===== src/rtl/flit_stream_arbiter.sv =====
// Message-aware round-robin arbiter merging NUM_IN flit streams into one registered output slot.
// Flit layout: bit FLIT_W-1 is notFinalFlit, bit FLIT_W-2 is isIdleToken; flits pass through untouched.
module flit_stream_arbiter #(
  parameter int NUM_IN = 4,
  parameter int LOG_IN = (NUM_IN > 1) ? $clog2(NUM_IN) : 1,
  parameter int FLIT_W = 64
) (
  input  logic                           clk,
  input  logic                           rst_n,
  input  logic [NUM_IN-1:0][FLIT_W-1:0]  in_data,
  input  logic [NUM_IN-1:0]              in_valid,
  output logic [NUM_IN-1:0]              in_ready,
  output logic [FLIT_W-1:0]              out_data,
  output logic                           out_valid,
  input  logic                           out_ready,
  output logic                           locked,
  output logic [LOG_IN-1:0]              grant_idx
);

  // Handshake: a flit moves on port i in a cycle where in_valid[i] && in_ready[i]
  // at the committing (falling) clock edge; the output slot drains where out_valid && out_ready.

  typedef enum logic {ST_OPEN, ST_LOCKED} lock_state_e;

  lock_state_e         state_q, state_d;
  logic [LOG_IN-1:0]   lock_idx_q, lock_idx_d;
  logic [LOG_IN-1:0]   rr_ptr_q, rr_ptr_d;
  logic [LOG_IN-1:0]   last_win_q, last_win_d;
  logic                out_full_q, out_full_d;
  logic [FLIT_W-1:0]   out_data_q, out_data_d;

  logic [LOG_IN-1:0]   win_idx;
  logic [LOG_IN-1:0]   cand;
  logic                win_ok;
  logic                slot_free;
  logic                xfer;

  function automatic logic [LOG_IN-1:0] wrap_add(input logic [LOG_IN-1:0] base,
                                                 input int unsigned off);
    int unsigned sum;
    sum = 32'(base) + off;
    if (sum >= 32'(NUM_IN)) sum = sum - 32'(NUM_IN);
    return sum[LOG_IN-1:0];
  endfunction

  // While a message is in flight only its own port may win, even if it goes idle.
  always_comb begin
    win_idx = rr_ptr_q;
    win_ok  = 1'b0;
    cand    = rr_ptr_q;
    if (state_q == ST_LOCKED) begin
      win_idx = lock_idx_q;
      win_ok  = in_valid[lock_idx_q];
    end else begin
      for (int unsigned k = 0; k < NUM_IN; k++) begin
        cand = wrap_add(rr_ptr_q, k);
        if (!win_ok && in_valid[cand]) begin
          win_idx = cand;
          win_ok  = 1'b1;
        end
      end
    end
  end

  assign slot_free = !out_full_q || out_ready;
  assign xfer      = win_ok && slot_free && !rst_n;

  always_comb begin
    in_ready = '0;
    if (xfer) in_ready[win_idx] = 1'b1;
  end

  always_comb begin
    state_d    = state_q;
    lock_idx_d = lock_idx_q;
    rr_ptr_d   = rr_ptr_q;
    last_win_d = last_win_q;
    out_full_d = out_full_q;
    out_data_d = out_data_q;
    if (xfer) begin
      out_data_d = in_data[win_idx];
      out_full_d = 1'b1;
      last_win_d = win_idx;
      if (in_data[win_idx][FLIT_W-1]) begin
        state_d    = ST_LOCKED;
        lock_idx_d = win_idx;
      end else begin
        state_d  = ST_OPEN;
        rr_ptr_d = wrap_add(win_idx, 1);
      end
    end else if (out_ready) begin
      out_full_d = 1'b0;
    end
  end

  // State commits on the falling edge; reset is active-high despite the port name.
  always_ff @(negedge clk) begin
    if (rst_n) begin
      state_q    <= ST_OPEN;
      lock_idx_q <= '0;
      rr_ptr_q   <= '0;
      last_win_q <= '0;
      out_full_q <= 1'b0;
      out_data_q <= '0;
    end else begin
      state_q    <= state_d;
      lock_idx_q <= lock_idx_d;
      rr_ptr_q   <= rr_ptr_d;
      last_win_q <= last_win_d;
      out_full_q <= out_full_d;
      out_data_q <= out_data_d;
    end
  end

  assign out_data  = out_data_q;
  assign out_valid = out_full_q;
  assign locked    = (state_q == ST_LOCKED);
  assign grant_idx = (state_q == ST_LOCKED) ? lock_idx_q : last_win_q;

endmodule


===== config.mk =====
export PLATFORM = sky130hd
export DESIGN_NAME = flit_stream_arbiter
export DESIGN_NICKNAME = d
export VERILOG_FILES = /design/src/rtl/flit_stream_arbiter.sv
export SDC_FILE = /design/constraint.sdc
export NUM_CORES = 1
export LEC_CHECK = 0
export ABC_AREA = 1
export CAP_MARGIN = 0
export CELL_PAD_IN_SITES_DETAIL_PLACEMENT = 1
export CELL_PAD_IN_SITES_GLOBAL_PLACEMENT = 1
export CORE_MARGIN = 1
export CORE_UTILIZATION = 26
export CTS_BUF_LIST = sky130_fd_sc_hd__clkbuf_8
export CTS_CLUSTER_DIAMETER = 40
export CTS_CLUSTER_SIZE = 30
export DETAILED_ROUTE_END_ITERATION = 12
export GPL_TIMING_DRIVEN = 0
export MAX_ROUTING_LAYER = met4
export PLACE_DENSITY_LB_ADDON = 0.15
export SETUP_SLACK_MARGIN = 0.3
export SLEW_MARGIN = 20
export SYNTH_ARGS = -nofsm -noshare
export SYNTH_HDL_FRONTEND = slang
export SYNTH_SLANG_ARGS = --single-unit

===== constraint.sdc =====
create_clock -name clk -period 5.95 [get_ports clk]
set_input_delay 1.19 -clock clk [delete_from_list [all_inputs] [get_ports clk]]
set_output_delay 1.19 -clock clk [all_outputs]
set_load 0.02 [all_outputs]

==> summary.txt, run 1 <==
Hold EP: out_valid
initial antenna violation count: 1
Clk Latency, worst-skew pair: 0.42 ns
vias in the first global route: 8240
critical path capture point type: primary output
Crit path required time: 4.76 ns
most frequent cells in the layout: nand2_1 (397), clkdlybuf4s50_1 (321), inv_1 (182)
area occupied by multi-input gates: 3376 um^2
Sink Count: 71
status: finished with violations
register area: 1430 um^2
number of max-cap violations: 0
Yosys cell types: 28
htree depth: 3
CTS tree: done
Peak VDD IR: 0.2636 mV
Seq/Total Area, Yosys: 25.92%
total wire length: 26620 um
Cells after Synth: 996
Mapped Area: 5484 um^2
gp weighted congestion: 0.8167
Core Region: 20430 um^2
GRT Total Usage: 25.34%
Num CTS Buffers: 9
first-pass GRT wire length: 41500 um
commonest non-fill, non-tap cell in the layout: nand2_1
Clock Pin Slew Worst Setup and Hold Paths: 0.03 ns
Data arrival, critical path: 5.45 ns
Starting DRT DRC Count: 181
Area Overhead vs Synth: 89.09%
final clock skew: 0.02012 ns
clk root buf: clkbuf_8
gr ovfl total: 0
Antenna Nets Post-Route: 0
worst hold start: out_valid
largest net degree at the start of global routing: 13
path depth of the worst reg2reg path: 22
DIE WIDTH: 147.2 um
Slew @ Worst Pin: 0.5654 ns
Mean Syn Cell Area: 5.506 um^2
fillers: 2768
deepest clock path buffer count: 2
Initial DRT Pass Iterations: 4
syn nets: 1263
number of core rows: 52
# hold bufs at CTS: 0
nets: 1711
WL per Instance: 15.48 um
Hold WC Path Type: reg2reg
Final setup viols: 71
Hold Vio Cnt, Final: 0
Die Ht: 147.2 um
fin worst setup slack: -0.6864 ns
Vias: 7839
DR DRC count: 0
layout cell share with drive strength beyond 1: 11.59%
Crit Path Category: reg2out
Slew Limit Headroom: 62.31%
Pwr Density: 574.0 nW/um^2
io pins: 335
Crit Path Max Fanout: 9
RSZ-0062 raised after global routing: yes
Final HPWL DP: 20130 um
Synth warnings: 0
r2r endpoint: out_data[27]
Min-Delay Path Depth: 2
fin. max-slew vios: 0
Vias/cell: 4.558
violated checks: setup timing
Port Buf Inserts: 334
DIE AREA: 21680 um^2
Place WS: -0.9953 ns
total leakage power: 5.334 nW
Tot Pwr: 5.952 mW
Synth Register Bits: 71
Starting Density: 26.84%
RR Startpoint: rr_ptr_q[0]
reg2reg setup slack: 3.31 ns
Startpoint Class: flop
[layer usage]
metal,vias to the layer above,GRT usage (%),routed length [um]
met3,42,6.739,1592
met2,232,42.74,13270
met4,0,10.57,679
li1,3932,-,-
met1,3633,28.13,11080
met5,-,-,0
[critical path: stages, from the launching register on]
cell and delay (ns):
dfxtp_2 0.32, buf_6 0.13, inv_8 0.05, nand2_2 0.07, nand2_4 0.06, nand2_2 0.07
nand2_4 0.07, nor2_4 0.17, buf_6 0.12, nand2_1 0.04, nand2_1 0.08, nand3_2 0.14
a21oi_4 0.30, ha_4 0.18, inv_4 0.03, nor2_4 0.07, buf_6 0.13
[timing repair]
item	in CTS	in global routing
gates cloned	2	0
pin swaps	27	12
gates resized for setup	117	30
endpoints found under the hold margin	0	0
buffers inserted	22	9
setup endpoints to repair	79	77
[final cells by class]
class / instances / share of cell area (%)
clock inverter: 78 / 2.992
clock buffer: 9 / 1.195
buffer: 62 / 6.154
multi-input combinational: 739 / 32.55
timing repair buffer: 367 / 35.33
tap: 270 / 3.258
inverter: 123 / 4.706
antenna: 1 / 0.02413
sequential: 71 / 13.79
[synthesized netlist by cell type, drive strengths merged]
| library cell | count | area, um^2 |
|---|---|---|
| ha | 4 | 50.05 |
| clkinv | 1 | 3.750 |
| clkbuf | 14 | 52.55 |
| nand4 | 4 | 31.28 |
| nor2 | 147 | 566.8 |
| a211oi | 1 | 7.510 |
| nand3 | 85 | 435.4 |
| inv | 123 | 464.2 |
| o211ai | 36 | 270.3 |
| o21ai | 35 | 175.2 |
| dfxtp | 71 | 1421 |
| nand3b | 1 | 7.510 |
| o2111ai | 1 | 8.760 |
| nand2 | 419 | 1590 |
| buf | 48 | 365.4 |
| nor3 | 1 | 5.000 |
| a21oi | 5 | 28.78 |
[cells by family (layout without fill, tap and decap cells)]
family / count (synthesis) / after routing / share of synthesized area (%)
other cells: 0 / 1 / 0
compound gates: 78 / 78 / 8.944
fa+ha+maj: 4 / 4 / 0.9127
simple gates: 657 / 657 / 48.07
flops: 71 / 71 / 25.92
buf+inv: 186 / 639 / 16.15
[registers in the layout, indices dropped and copies added, names as in the netlist]
register,cells
out_valid,1
locked,1
lock_idx_q,2
last_win_q,2
rr_ptr_q,2
out_data,63
[worst max path at each step]
| stage | start | end | slack, ns |
|---|---|---|---|
| floorplan | rr_ptr_q[0] | in_ready[0] | -0.04 |
| global placement | rr_ptr_q[0] | in_ready[2] | -0.97 |
| detailed placement | rr_ptr_q[0] | in_ready[2] | -1.0 |
| CTS | rr_ptr_q[0] | in_ready[2] | -0.65 |
| global route | rr_ptr_q[0] | in_ready[2] | -0.84 |
| finish | rr_ptr_q[0] | in_ready[2] | -0.69 |
[stage by stage]
stage | instances | hold slack, ns | TNS [ns] | cell area, um^2 | util [%]
after global placement | 1600 | 0.4540 | -52.05 | 9290 | 45.47
after global routing | 1720 | 0.5242 | -20.03 | 10370 | 50.76
after CTS | 1710 | 0.4628 | -2.775 | 10220 | 50.04
final | 1720 | 0.4962 | -10.58 | 10370 | 50.76
after detailed placement | 1600 | 0.4571 | -55.06 | 9290 | 45.47
after floorplan | 996 | 0.4345 | -0.1300 | 5609 | -
[power breakdown]
group	internal, mW	total, mW	leakage, nW	switching, mW
Clock	0.214	0.560	0.466	0.346
Combinational	2.04	4.63	4.28	2.58
Sequential	0.670	0.765	0.587	0.0950
Total	2.93	5.95	5.33	3.02
Note: power is estimated with default switching activity, not from simulation.
==> run 2, diff against run 1 <==
- ABC_CLOCK_PERIOD_IN_PS: unset -> 5950
==> results of run 2 <==
Same layout as run 1: the final DEF is identical, and so are final timing and power.
